==> src/rtl/alu_shift_pipe.sv <==
// alu_shift_pipe: pipelined barrel shifter (SLL/SRL/SRA/ROL/ROR) with a valid/ready handshake.
// Ports:
//   clk_i, rst_i   clock and synchronous active-high reset
//   in_valid_i / in_ready_o / op_i / data_i / amt_i / tag_i   request side
//   out_valid_o / out_ready_i / result_o / tag_o / illegal_o  result side
module alu_shift_pipe #(
   parameter int DATA_WIDTH = 32,
   parameter int NUM_STAGES = 2,
   parameter int TAG_WIDTH  = 5
) (
   input  logic                          clk_i,
   input  logic                          rst_i,
   input  logic                          in_valid_i,
   output logic                          in_ready_o,
   input  logic [2:0]                    op_i,
   input  logic [DATA_WIDTH-1:0]         data_i,
   input  logic [$clog2(DATA_WIDTH)-1:0] amt_i,
   input  logic [TAG_WIDTH-1:0]          tag_i,
   output logic                          out_valid_o,
   input  logic                          out_ready_i,
   output logic [DATA_WIDTH-1:0]         result_o,
   output logic [TAG_WIDTH-1:0]          tag_o,
   output logic                          illegal_o
);

   localparam int DW  = DATA_WIDTH;
   localparam int NS  = NUM_STAGES;
   localparam int AW  = $clog2(DATA_WIDTH);
   // mux levels per stage; the last stage may get fewer (or none)
   localparam int LPS = (AW + NS - 1) / NS;

   logic [DW-1:0]        data_q [NS];
   logic [DW-1:0]        data_d [NS];
   logic [AW-1:0]        amt_q  [NS];
   logic [AW-1:0]        amt_d  [NS];
   logic [2:0]           op_q   [NS];
   logic [2:0]           op_d   [NS];
   logic [TAG_WIDTH-1:0] tag_q  [NS];
   logic [TAG_WIDTH-1:0] tag_d  [NS];
   logic                 ill_q  [NS];
   logic                 ill_d  [NS];
   logic                 vld_q  [NS];
   logic                 vld_d  [NS];

   logic [DW-1:0]        src_data [NS];
   logic [AW-1:0]        src_amt  [NS];
   logic [2:0]           src_op   [NS];
   logic [TAG_WIDTH-1:0] src_tag  [NS];
   logic                 src_ill  [NS];
   logic                 src_vld  [NS];
   logic [DW-1:0]        shifted  [NS];

   logic adv;

   // One mux level. Shifting a double-width word gives the fill for free:
   // the extra half holds zeros, sign copies, or the word itself (rotate).
   function automatic logic [DW-1:0] shift_level(
      input logic [DW-1:0] d,
      input logic [2:0]    op,
      input int            sh
   );
      logic [2*DW-1:0] ext;
      logic [DW-1:0]   fill;
      logic            left;
      logic            rot;
      left = (op == 3'd0) || (op == 3'd3);
      rot  = (op == 3'd3) || (op == 3'd4);
      if (rot)
         fill = d;
      else if (op == 3'd2)
         fill = {DW{d[DW-1]}};
      else
         fill = '0;
      if (left) begin
         ext = {d, fill} << sh;
         shift_level = ext[2*DW-1:DW];
      end else begin
         ext = {fill, d} >> sh;
         shift_level = ext[DW-1:0];
      end
   endfunction

   // Single global enable: the whole pipe moves or the whole pipe holds.
   assign adv        = !vld_q[NS-1] || out_ready_i;
   assign in_ready_o = adv;

   always_comb begin
      // Illegal ops enter as zero data so every level yields zero.
      src_data[0] = (op_i > 3'd4) ? '0 : data_i;
      src_amt[0]  = amt_i;
      src_op[0]   = op_i;
      src_tag[0]  = tag_i;
      src_ill[0]  = (op_i > 3'd4);
      src_vld[0]  = in_valid_i;
      for (int s = 1; s < NS; s++) begin
         src_data[s] = data_q[s-1];
         src_amt[s]  = amt_q[s-1];
         src_op[s]   = op_q[s-1];
         src_tag[s]  = tag_q[s-1];
         src_ill[s]  = ill_q[s-1];
         src_vld[s]  = vld_q[s-1];
      end
      for (int s = 0; s < NS; s++) begin
         shifted[s] = src_data[s];
         for (int j = 0; j < AW; j++) begin
            if ((j / LPS) == s && src_amt[s][j])
               shifted[s] = shift_level(shifted[s], src_op[s], 1 << j);
         end
         data_d[s] = adv ? shifted[s] : data_q[s];
         amt_d[s]  = adv ? src_amt[s] : amt_q[s];
         op_d[s]   = adv ? src_op[s]  : op_q[s];
         tag_d[s]  = adv ? src_tag[s] : tag_q[s];
         ill_d[s]  = adv ? src_ill[s] : ill_q[s];
         vld_d[s]  = adv ? src_vld[s] : vld_q[s];
      end
   end

   always_ff @(posedge clk_i) begin
      if (rst_i) begin
         for (int s = 0; s < NS; s++) begin
            data_q[s] <= '0;
            amt_q[s]  <= '0;
            op_q[s]   <= '0;
            tag_q[s]  <= '0;
            ill_q[s]  <= 1'b0;
            vld_q[s]  <= 1'b0;
         end
      end else begin
         for (int s = 0; s < NS; s++) begin
            data_q[s] <= data_d[s];
            amt_q[s]  <= amt_d[s];
            op_q[s]   <= op_d[s];
            tag_q[s]  <= tag_d[s];
            ill_q[s]  <= ill_d[s];
            vld_q[s]  <= vld_d[s];
         end
      end
   end

   assign out_valid_o = vld_q[NS-1];
   assign result_o    = data_q[NS-1];
   assign tag_o       = tag_q[NS-1];
   assign illegal_o   = ill_q[NS-1];

endmodule

==> config.mk <==
export PLATFORM = sky130hd
export DESIGN_NAME = alu_shift_pipe
export DESIGN_NICKNAME = d
export VERILOG_FILES = /design/src/rtl/alu_shift_pipe.sv
export SDC_FILE = /design/constraint.sdc
export NUM_CORES = 1
export LEC_CHECK = 0
export ABC_AREA = 1
export BUFFER_PORTS_ARGS = -buffer_cell sky130_fd_sc_hd__buf_4
export CORE_MARGIN = 2
export CORE_UTILIZATION = 64
export CTS_CLUSTER_SIZE = 12
export DETAILED_ROUTE_END_ITERATION = 10
export PLACE_DENSITY = 0.87
export SYNTH_ARGS = -nofsm -noshare
export SYNTH_HDL_FRONTEND = slang
export SYNTH_SLANG_ARGS = --single-unit
==> constraint.sdc <==
create_clock -name clk_i -period 3 [get_ports clk_i]
set_input_delay 0.15 -clock clk_i [delete_from_list [all_inputs] [get_ports clk_i]]
set_output_delay 0.15 -clock clk_i [all_outputs]
set_load 0.01 [all_outputs]
**Yosys cells after proc, flatten, opt, wreduce, memory -nomap -nowiden**

Memory sizes are Yosys's and may differ from the RTL's.
Index checks and enable logic that the tools add are counted.
W data, S select, Z words.

- Bits in registers: 0
- Memory bits (writable): 94
- Logic and storage cells: 83
- Memories kept: 6

- $lt $le $gt $ge: 1
- Equality and inequality tests: 7
- Muxes and demuxes: 48
- Bitwise gates (word level): 12
- Reduce and logical (&&, ||, !) cells: 9

Memory list:

| memory | depth | width | read ports | clocked after memory_dff | wr ports | line | RTL |
|---|---|---|---|---|---|---|---|
| data_q | 2 | 32 | 2 | 0 | 2 | 32 | `logic [DW-1:0] data_q [NS];` |
| amt_q | 2 | 5 | 1 | 0 | 2 | 34 | `logic [AW-1:0] amt_q [NS];` |
| tag_q | 2 | 5 | 2 | 0 | 2 | 38 | `logic [TAG_WIDTH-1:0] tag_q [NS];` |
| op_q | 2 | 3 | 1 | 0 | 2 | 36 | `logic [2:0] op_q [NS];` |
| ill_q | 2 | 1 | 2 | 0 | 2 | 40 | `logic ill_q [NS];` |
| vld_q | 2 | 1 | 2 | 0 | 2 | 42 | `logic vld_q [NS];` |

Operators by type and width:

| kind | number |
|---|---|
| $mux W32 | 25 |
| $mux W5 | 8 |
| $eq A3 B2 Y1 const B | 4 |
| $mux W3 | 4 |
| $or A1 B1 Y1 | 12 |
| $mux W1 | 11 |
| $eq A3 B3 Y1 const B | 2 |
| $logic_not A3 Y1 | 2 |
| $logic_or A1 B1 Y1 | 5 |
| $gt A3 B3 Y1 const B | 1 |
| $reduce_and A2 Y1 | 1 |
| $logic_not A1 Y1 | 1 |
| $ne A1 B1 Y1 const B | 1 |

**Logic depth before layout (Yosys ltp)**

- Depth after elaboration: 16
- Gate-level depth with buffers: 16
- Mapped depth without buffers: 16

**Least setup slack after synthesis**

No wires, ideal clock.

- Path type: flip-flop to flip-flop
- Start point: memory op_q[0][0]
- End point: memory data_q[0][61] in the netlist's numbering
- Data arrival time: 1525 ps
- Setup slack: 1357 ps
- Stages on the path, launching flop included: 12
- Path buffers: 1
- Cell sequence: edfxtp_1 > nand3_2 > nand2_2 > nor2_2 > nand2_1 > nand2_1 > o21ai_2 > nand2_1 > nand2_1 > buf_4 > a21oi_1 > o21ai_1

RTL lines:

| item | line |
|---|---|
| start: declaration | 36 |
| end: declaration | 32 |

==> impl_metrics.py <==
metrics = {
    "clocking": {
        "clkSlewWorstSetupHoldPaths_ps": 90,
        "cts_resized": 0,
        "htree_levels": 3,
        "cts_buffers": 9,
        "cts.sinks": 83,
        "post_cts_buffers": 0,
        "worstSkewPairLatency_ps": 370,
        "root_buffer": "clkbuf_8",
        "ctsHoldBuffers": 5,
        "cts_buffer_depth": 2,
        "cts_tree": "done",
    },
    "logic_synthesis": {
        "yosysWarnings": 0,
        "syn_avg_cell_area_um2": 5.75,
        "ys_ff_latch": 83,
        "synth_edf_count": 5,
        "ys_types": 30,
        "seq_area_frac_synth": 0.253,
        "synth_nets": 1225,
        "synthArstFlopShare": 0,
        "synth_flop_cell": "dfxtp_1",
        "synth_top_area_share": 0.241,
        "synth_top_cells_by_area": "nand2_1, dfxtp_1, nand3_1, o21ai_0, inv_1",
        "yosys.area.top_type": "nand2_1",
        "syn_area_um2": 6770,
        "syn_inst": 1176,
    },
    "route": {
        "viasPerCell": 5.81,
        "firstDrtPassIters": 5,
        "route.detailed.drc": 0,
        "postRouteAntennaNets": 0,
        "vias": 7696,
        "wl_per_cell_um": 14.9,
        "drt_wl_total_um": 19700,
        "drt_iter0_markers": 864,
    },
    "final_layout": {
        "area_growth_pct": 7.56,
        "final_area_um2": 7280,
        "stdcell_count": 1324,
        "utilization": 0.708,
        "drive_above_1_share": 0.114,
        "nets": 1232,
        "n_antenna_cell": 0,
    },
    "global_route": {
        "grt_usage": 0.346,
        "grt_overflow": 0,
        "grt_pass1_wl_um": 32100,
        "antenna_found_initial": 0,
        "grt_pass1_vias": 6623,
        "grt_start_max_net_pins": 64,
    },
    "sta": {
        "setup_viol": 0,
        "rsz0062_at_grt": "false",
        "postLayoutSetupSlackWorst_ps": 790,
        "period_share": 0.737,
        "holdWs_ps": 20.3,
        "relSlewSlack": 0.407,
        "min_period_ps": 2210,
        "finClkSkew_ps": 17.7,
        "worstMarginPinSlew_ps": 889,
        "hold_viol_final": 0,
        "drv_slew": 0,
        "fmaxAchievable_mhz": 453,
        "fin_setup_tns_ps": 0,
    },
    "power_and_ir_drop": {
        "switching_share": 0.382,
        "p_switching_mw": 1.21,
        "cellPowerDensity_nw_per_um2": 434,
        "sequentialPowerShare": 0.410,
        "clkPwrFrac": 0.251,
        "combPwrFrac": 0.339,
        "p_int_mw": 1.95,
        "peakVddDrop_v": 0.000263,
        "power_mw": 3.16,
        "p_leak_nw": 3.75,
    },
    "critical_path": {
        "endpoint": "data_q[0][57]$_SDFFE_PP0N_",
        "critPathKind": "reg2reg",
        "crit_path_end_kind": "register",
        "r2r_end": "data_q[0][57]$_SDFFE_PP0N_",
        "worstSetupStartpointType": "register",
        "path_max_fanout": 15,
        "timing.rr.start": "op_q[0][0]$_SDFFCE_PN0P_",
        "path_cells": "nor2_1, nand2_1, nand2_2, nor2_2, nand2_1, nand2_1, o21ai_2, nand2_1, nand2_1, a21oi_1, o21ai_0",
        "max_stage_delay_ps": 410,
        "ff2ff_path_depth": 11,
        "worstPathRequired_ps": 3260,
        "cp_slowest_cell": "edfxtp_1",
        "arrival_ps": 2470,
        "reg2reg_setup_slack_ps": 790,
        "startpoint": "op_q[0][0]$_SDFFCE_PN0P_",
        "path_common_cell": "nand2_1",
    },
    "die": {
        "die_h_um": 107,
        "dieArea_um2": 11400,
        "core_um2": 10300,
        "start_util": 0.658,
        "dieWidth_um": 107,
        "io_pins": 89,
        "rows": 37,
    },
    "place": {
        "dpl-instance-area_um2": 7030,
        "dp_hpwl_um": 14100,
        "dpl_worst_slack_ps": 711,
        "place_congestion": 0.956,
        "place_inst": 1303,
        "numPortBuffers": 88,
    },
    "hold_path": {
        "hp-class": "in2reg",
    },
    "status": {
        "status": "completed",
    },
    "run": {
        "drv_cap": 0,
    },
}
-- layer usage --
metal / track usage / up-vias / share of wire
met4: 0.142 / 0 / 0.033
met1: 0.476 / 3409 / 0.43
li1: - / 3830 / -
met2: 0.546 / 405 / 0.45
met3: 0.0468 / 52 / 0.082
met5: 0 / - / 0
-- area by class of cell --
| class | instances | area, um2 |
|---|---|---|
| fill | 1008 | 3000 |
| timing repair buffer | 104 | 793 |
| clock buffer | 11 | 151 |
| clock inverter | 5 | 42.5 |
| inverter | 83 | 312 |
| multi-input combinational | 902 | 4100 |
| sequential | 83 | 1710 |
| tap | 136 | 170 |
-- worst min path at each step --
stage / startpoint / endpoint / slack [ps] / cells past startpoint
3_5_place_dp: tag_i[1] / tag_q[0][1]$_SDFFE_PP0N_ / 360 / 3
3_3_place_gp: tag_i[1] / tag_q[0][1]$_SDFFE_PP0N_ / 350 / 3
5_1_grt: tag_i[4] / tag_q[0][4]$_SDFFE_PP0N_ / 20 / 3
6_report: tag_i[4] / tag_q[0][4]$_SDFFE_PP0N_ / 20 / 3
4_1_cts: tag_i[4] / tag_q[0][4]$_SDFFE_PP0N_ / 20 / 3
2_1_floorplan: tag_i[0] / tag_q[0][0]$_SDFFE_PP0N_ / 260 / 2
-- synthesized netlist by cell type, types with 9 or more instances --
cell type,n
a21oi_1,49
o22ai_1,9
buf_2,27
buf_4,39
nand3_1,194
a22oi_1,14
o21ai_0,89
inv_1,79
o211ai_1,10
dfxtp_1,78
nor2_1,48
buf_6,10
clkbuf_1,28
nand2_1,434
o21ai_1,26
-- logic make-up after synthesis --
family / count (synthesis) / share of synthesized area
buffers and inverters: 191 / 0.144
flip-flops: 83 / 0.253
AND/OR/NAND/NOR: 695 / 0.434
AO/OA/AOI/OAI: 207 / 0.170
-- power by group through the flow --
stage	clock network, mW	registers (mW)	logic, mW
after global routing	0.848	1.30	1.19
final	0.793	1.29	1.07
after detailed placement	0	1.32	1.03
after global placement	0	1.31	1.02
after floorplan	0	1.29	0.807
after CTS	0.803	1.29	1.04
-- worst max-delay path: cells and delay by family, from the launching register on --
family / cells / cell delay, ps
compound gates: 3 / 430
flops: 1 / 410
simple gates: 8 / 1260
-- registers in the layout (all words and copies together) (netlist names) --
name	count
vld_q	2
op_q	3
amt_q	2
ill_q	2
data_q	64
tag_q	10
-- placed cells by master, fill, tap and decap left out, types with 4 or more instances in the layout --
cell type        n
buf_4           99
nand3_2          6
o22ai_1          9
nor2_1          46
nand2_2          4
nor2_4           4
a22o_1           8
o21ai_1         26
edfxtp_1         5
dlygate4sd3_1    5
nand2_1        434
a22oi_1         14
dfxtp_1         78
o21ai_0         89
clkbuf_8        11
inv_1           79
a21oi_1         49
o211ai_1        10
nand3_1        194
Power figures use the tool's default switching activity.
